`src/rtl/pacman_soc_onchip_mem_arbiter.sv`:
```
// Two-master Avalon-MM arbiter in front of a single-port on-chip RAM.
// Round-robin with bounded hold; read data returns one clock after issue.
module pacman_soc_onchip_mem_arbiter #(
  parameter int unsigned ADDR_W   = 10,
  parameter int unsigned DATA_W   = 32,
  parameter int unsigned HOLD_MAX = 4
) (
  input  logic                clk,
  input  logic                reset,
  input  logic [ADDR_W-1:0]   m0_address,
  input  logic                m0_read,
  input  logic                m0_write,
  input  logic [DATA_W/8-1:0] m0_byteenable,
  input  logic [DATA_W-1:0]   m0_writedata,
  output logic                m0_waitrequest,
  output logic [DATA_W-1:0]   m0_readdata,
  output logic                m0_readdatavalid,
  input  logic [ADDR_W-1:0]   m1_address,
  input  logic                m1_read,
  input  logic                m1_write,
  input  logic [DATA_W/8-1:0] m1_byteenable,
  input  logic [DATA_W-1:0]   m1_writedata,
  output logic                m1_waitrequest,
  output logic [DATA_W-1:0]   m1_readdata,
  output logic                m1_readdatavalid,
  output logic [ADDR_W-1:0]   mem_address,
  output logic                mem_chipselect,
  output logic                mem_write,
  output logic [DATA_W/8-1:0] mem_byteenable,
  output logic [DATA_W-1:0]   mem_writedata,
  input  logic [DATA_W-1:0]   mem_readdata
);

  localparam int unsigned CntW = $clog2(HOLD_MAX + 1);
  localparam logic [CntW-1:0] HoldMax = CntW'(HOLD_MAX);

  logic            w_req0;
  logic            w_req1;
  logic            w_keep;
  logic            w_grant;
  logic            w_accept;
  logic            w_sel_write;
  logic            r_last;
  logic [CntW-1:0] r_hold_cnt;
  logic            r_rd_vld;
  logic            r_rd_own;

  assign w_req0 = m0_read | m0_write;
  assign w_req1 = m1_read | m1_write;

  // A zero count only exists straight after reset: there is no run to protect,
  // so a contested cycle goes to the port that was not last (port 0).
  assign w_keep = (r_hold_cnt != '0) && (r_hold_cnt < HoldMax);

  always_comb begin
    w_grant = 1'b0;
    if (w_req0 && w_req1) begin
      w_grant = w_keep ? r_last : ~r_last;
    end else if (w_req1) begin
      w_grant = 1'b1;
    end
  end

  assign m0_waitrequest = reset | ~(~w_grant & w_req0);
  assign m1_waitrequest = reset | ~(w_grant & w_req1);
  assign w_accept       = ~reset & (w_grant ? w_req1 : w_req0);
  assign w_sel_write    = w_grant ? m1_write : m0_write;

  assign mem_address    = w_grant ? m1_address    : m0_address;
  assign mem_byteenable = w_grant ? m1_byteenable : m0_byteenable;
  assign mem_writedata  = w_grant ? m1_writedata  : m0_writedata;
  assign mem_chipselect = w_accept;
  assign mem_write      = w_accept & w_sel_write;

  always_ff @(posedge clk) begin
    if (reset) begin
      r_last     <= 1'b1;
      r_hold_cnt <= '0;
      r_rd_vld   <= 1'b0;
      r_rd_own   <= 1'b0;
    end else begin
      // Read+write together counts as a write, so it never produces a response.
      r_rd_vld <= w_accept & ~w_sel_write;
      r_rd_own <= w_grant;
      if (w_accept) begin
        r_last <= w_grant;
        if (w_grant != r_last) begin
          r_hold_cnt <= CntW'(1);
        end else if (r_hold_cnt < HoldMax) begin
          r_hold_cnt <= r_hold_cnt + 1'b1;
        end
      end
    end
  end

  // A read issued just before reset must not surface while reset is high.
  assign m0_readdatavalid = ~reset & r_rd_vld & ~r_rd_own;
  assign m1_readdatavalid = ~reset & r_rd_vld & r_rd_own;
  assign m0_readdata      = mem_readdata;
  assign m1_readdata      = mem_readdata;

endmodule

```
`config.mk`:
```
export PLATFORM = sky130hd
export DESIGN_NAME = pacman_soc_onchip_mem_arbiter
export DESIGN_NICKNAME = d
export VERILOG_FILES = /design/src/rtl/pacman_soc_onchip_mem_arbiter.sv
export SDC_FILE = /design/constraint.sdc
export NUM_CORES = 1
export LEC_CHECK = 0
export ABC_AREA = 1
export BUFFER_PORTS_ARGS = -buffer_cell sky130_fd_sc_hd__buf_2
export CELL_PAD_IN_SITES_DETAIL_PLACEMENT = 0
export CELL_PAD_IN_SITES_GLOBAL_PLACEMENT = 2
export CORE_MARGIN = 8
export CORE_UTILIZATION = 11
export CTS_CLUSTER_SIZE = 12
export DETAILED_ROUTE_END_ITERATION = 10
export GPL_TIMING_DRIVEN = 0
export PLACE_DENSITY_LB_ADDON = 0.12
export SYNTH_ARGS = -nofsm -noshare
export SYNTH_HDL_FRONTEND = slang
export SYNTH_SLANG_ARGS = --single-unit
export TNS_END_PERCENT = 10
```
`constraint.sdc`:
```
create_clock -name clk -period 2.8 [get_ports clk]
set_input_delay 0 -clock clk [delete_from_list [all_inputs] [get_ports clk]]
set_output_delay 0 -clock clk [all_outputs]
set_load 0.1 [all_outputs]
```
# --- Yosys cells after proc, flatten, opt, wreduce, memory -nomap -nowiden ---
# Index checks and enable logic that the tools add are counted.
classes:
  eq_ne: 1
  add_sub_neg: 1
  n_reduce_logical: 5
  muxes: 10
  order_cmp: 1
  bitwise_logic: 19
ops:
  columns: ["op", "count"]
  rows:
  - ["$mux W32", 1]
  - ["$mux W10", 1]
  - ["$and A1 B1 Y1", 8]
  - ["$not A1 Y1", 7]
  - ["$mux W3", 2]
  - ["$mux W1", 5]
  - ["$mux W4", 1]
  - ["$or A1 B1 Y1", 4]
  - ["$add A3 B1 Y3 const B", 1]
  - ["$lt A3 B3 Y1 const B", 1]
  - ["$reduce_bool A3 Y1", 1]
  - ["$logic_and A1 B1 Y1", 2]
  - ["$reduce_and A2 Y1", 1]
  - ["$reduce_bool A2 Y1", 1]
  - ["$ne A1 B1 Y1", 1]
totals:
  wordCells: 41
  register_bits: 6
  out_inout_bits: 116

# --- Longest topological paths before layout ---
logic_depth:
  depth_word: 8
  depth_mapped: 11

# --- Worst setup path before layout ---
# Ideal clock, no wire load.
synth_timing:
  path_type: "input to output"
  start: "in m1_read"
  end: "out mem_write"
  stages: 5
  arrival_ns: 2.465
  required_time_ns: 2.800
  setup_slack_ns: 0.335
  path_cell_list: "or2_4 -> nor2_2 -> nor2_2 -> inv_1 -> nor2_1"
synth_between:
  elab_chain_cells: 6
  elab_cells_between_ends: 8
  classes_between: "4 x mux; 3 x bitwise; 1 x reduce/logical"
synth_lines:
  columns: ["item", "line", "rtl"]
  rows:
  - ["start: declaration", "19", "input logic m1_read,"]
  - ["$or A1 B1 Y1 (*)", "49", "assign w_req1 = m1_read | m1_write;"]
  - ["$mux W1 or $logic_and A1 B1 Y1 (tied branches)", "59, 57", null]
  - ["$mux W1", "57", "if (w_req0 && w_req1) begin"]
  - ["$mux W1 (*)", "66", "assign w_accept = ~reset & (w_grant ? w_req1 : w_req0);"]
  - ["$and A1 B1 Y1 (*)", "66", null]
  - ["named net mem_chipselect", "27", "output logic mem_chipselect,"]
  - ["$and A1 B1 Y1 (*)", "73", "assign mem_write = w_accept & w_sel_write;"]
  - ["end: declaration", "28", "output logic mem_write,"]
# The timed path passes the listed nets; every way through them passes the cells marked *.

# --- Worst setup path in the final report ---
layout_timing:
  start: "reg r_hold_cnt[0]"
  end: "out mem_byteenable[0]"
layout_between:
  elab_chain_cells: 5
  elab_cells_between_ends: 6
  classes_between: "1 x order compare; 3 x mux; 2 x reduce/logical"
layout_lines:
  columns: ["item", "line", "rtl"]
  rows:
  - ["start: declaration", "44", "logic [CntW-1:0] r_hold_cnt;"]
  - ["start signal: assignment", "88", "r_hold_cnt <= CntW'(1);"]
  - ["start signal: assignment", "90", "r_hold_cnt <= r_hold_cnt + 1'b1;"]
  - ["$lt A3 B3 Y1 or $reduce_bool A3 Y1 (tied branches)", "53", "assign w_keep = (r_hold_cnt != '0) && (r_hold_cnt < HoldMax);"]
  - ["$logic_and A1 B1 Y1 (*)", "53", null]
  - ["$mux W1 (*)", "58", "w_grant = w_keep ? r_last : ~r_last;"]
  - ["$mux W1 (*)", "57", null]
  - ["$mux W4 (*)", "70", "assign mem_byteenable = w_grant ? m1_byteenable : m0_byteenable;"]
  - ["end: declaration", "29", "output logic [DATA_W/8-1:0] mem_byteenable,"]
# Every way passes the cells marked *; elsewhere a longest branch is shown, timed or not.

==> flow_metrics.py <==
metrics = {
    "run_status": {
        "status": "completed",
    },
    "die": {
        "die_area_um2": 17520,
        "ios": 246,
        "start_util": 0.1124,
        "die_h_um": 132.3,
        "die_x_um": 132.3,
        "core_area_um2": 13240,
        "rows": 42,
    },
    "global_route": {
        "grt_max_degree": 11,
        "antenna_found_initial": 0,
        "grt.overflow.total": 0,
        "grt_pass1_vias": 2319,
        "track_usage": 0.08580,
        "grt_pass1_wl_um": 12320,
    },
    "worst_setup_path": {
        "crit_buf_inv": 3,
        "crit_path_top_delay_cell": "buf_2",
        "path_cells": "inv_1 -> ha_1 -> o21ai_1 -> nand3_2 -> nand2_4 -> clkbuf_1 -> nand2_1 -> nand2_1 -> buf_2",
        "path_max_fanout": 10,
        "end_kind": "output pin",
        "crit_top_cell": "nand2_1",
        "cp.arrival_ns": 2.26,
        "path_delay_family": "buffers and inverters",
        "worst_ep_required_time_ns": 2.80,
        "startpoint_type": "register",
        "reg2reg_setup_slack_ns": 1.33,
        "max_stage_delay_ns": 0.42,
        "worstSetupPathType": "register to output pin",
    },
    "timing": {
        "setup_tns_ns": 0,
        "final_max_slew_viol_count": 0,
        "worstMarginPinSlew_ns": 0.5092,
        "fin_skew_ns": 0.001707,
        "hold_violations": 0,
        "max_freq_mhz": 442.3,
        "whs_ns": 0.06961,
        "setup_violations": 0,
        "post-route-min-period_ns": 2.261,
        "max_slew_margin": 0.6629,
        "period_share": 0.8075,
        "rsz0062_at_grt": "no",
    },
    "clock_tree": {
        "post_cts_buffers": 0,
        "path_clk_slew_ns": 0.03,
        "cts_buffers": 3,
        "root_buffer": "clkbuf_16",
        "cts-resized-gates": 0,
        "cts_tree": "done",
        "clk_path_buf_depth": 2,
        "htree_levels": 1,
        "clk_latency_ns": 0.23,
        "cts_hold_buf": 0,
        "cts_sinks": 6,
    },
    "route": {
        "drt_wl_total_um": 8002,
        "route.vias.total": 2220,
        "antenna_left": 0,
        "drt_first_iter_violations": 29,
        "drt_pass1_iterations": 4,
        "viasPerCell": 3.348,
        "wl_per_cell_um": 12.07,
        "drc": 0,
    },
    "synthesis": {
        "syn_area_um2": 1489,
        "synth_top_area_cell": "nand2_1",
        "ys_seq_area_frac": 0.08067,
        "synth_most_common_cell": "nand2_1",
        "syn_nets": 403,
        "synth-seq-cells": 6,
        "synth-edff-count": 0,
        "syn_avg_cell_area_um2": 5.494,
        "synthDistinctLibCells": 21,
        "synth_top_area_frac": 0.3555,
        "synthFlopType": "dfxtp_1",
        "postSynthCellCount": 271,
        "yosys-top-cells-count": "141 x nand2_1, 64 x buf_4, 13 x inv_1",
        "synth.area.top_cells": "nand2_1 36%, buf_4 32%, dfxtp_1 8.1%",
        "synthArstFlopShare": 0,
        "yosysWarnings": 0,
    },
    "worst_hold_path": {
        "hp-class": "input pin to register",
    },
    "pwr": {
        "p_per_area_nw_per_um2": 919.6,
        "ir_drop_mv": 0.2685,
        "p_total_mw": 2.621,
        "p_leak_nw": 1.863,
    },
    "place": {
        "place.gp.congestion": 0.6468,
        "post-place-cells": 660,
        "hpwl_um": 7133,
        "portBuffers": 213,
    },
    "final_layout": {
        "areaGrowthSynthToFinish_pct": 91.43,
        "fillers": 1586,
        "final_nets": 621,
        "final_layout_size_suffix_gt1_frac": 0.6304,
        "multiInputGateArea_um2": 753.2,
        "fin_cells": 663,
        "final_util": 0.2152,
        "seqCellArea_um2": 120.1,
        "diodes": 0,
    },
    "job": {
        "drv_cap": 0,
    },
}
## layer usage
metal	GRT usage	up-vias	share of wire
met5	0	-	0
met4	0.01514	0	0.0064
met3	0.03887	5	0.12
met2	0.1656	139	0.51
met1	0.08174	905	0.36
li1	-	1171	-
## sequential cells by signal (all words and copies together), names as in the netlist
signal      cells
r_hold_cnt      3
r_last          1
r_rd_own        1
r_rd_vld        1
## path summary, 6_finish.rpt
path / from / endpoint / cells after the start
setup / recovery: r_hold_cnt[0]$_SDFFE_PP0P_ / mem_byteenable[0] / 9
hold / removal: m0_write / r_rd_vld$_SDFF_PP0_ / 4
setup reg to reg: r_hold_cnt[0]$_SDFFE_PP0P_ / r_last$_SDFFE_PP1P_ / 9
hold reg to reg: r_last$_SDFFE_PP1P_ / r_last$_SDFFE_PP1P_ / 2
## worst min-delay path: cells and delay by family
family,cells,cell delay (ns)
buffers and inverters,1,0.09
AO/OA/AOI/OAI,1,0.07
AND/OR/NAND/NOR,2,0.10
## where the power goes
| group | switching, mW | internal, mW |
|---|---|---|
| sequential | 0.00690 | 0.0983 |
| combinational | 1.90 | 0.379 |
| clock | 0.0494 | 0.183 |
| total | 1.96 | 0.660 |
## per-stage QoR
step / cell area, um^2 / setup slack [ns]
after CTS: 2850 / 0.4784
final: 2850 / 0.5391
after floorplan: 1489 / 0.3352
after detailed placement: 2775 / 0.7272
after global placement: 2775 / 0.7416
after global routing: 2850 / 0.3163
## cells in the final DEF (no fill, tap or decap)
master / count
buf_8: 1
nor2_2: 2
nor2_1: 8
buf_4: 64
clkbuf_1: 2
dfxtp_1: 6
nand3_1: 2
nand2_4: 1
o21ai_2: 1
or2_4: 2
a21oi_1: 3
nand2_1: 141
clkbuf_16: 3
inv_2: 1
o21ai_0: 2
nand2_2: 11
o21ai_1: 1
inv_1: 13
ha_1: 2
buf_2: 216
nand3_2: 1
buf_6: 4
## kinds of logic after synthesis
kind of cell	share of synthesized area
fa+ha+maj	0.01680
buf+inv	0.4134
compound gates	0.02605
simple gates	0.4630
flops	0.08068
## cell type report
cell class	count	share of cell area
Tap cell	176	0.07726
Buffer	74	0.1975
Sequential cell	6	0.04214
Clock buffer	3	0.02634
Inverter	14	0.01844
Timing Repair Buffer	213	0.3740
Multi-Input combinational cell	177	0.2643
Note: power is estimated with default switching activity, not from simulation.
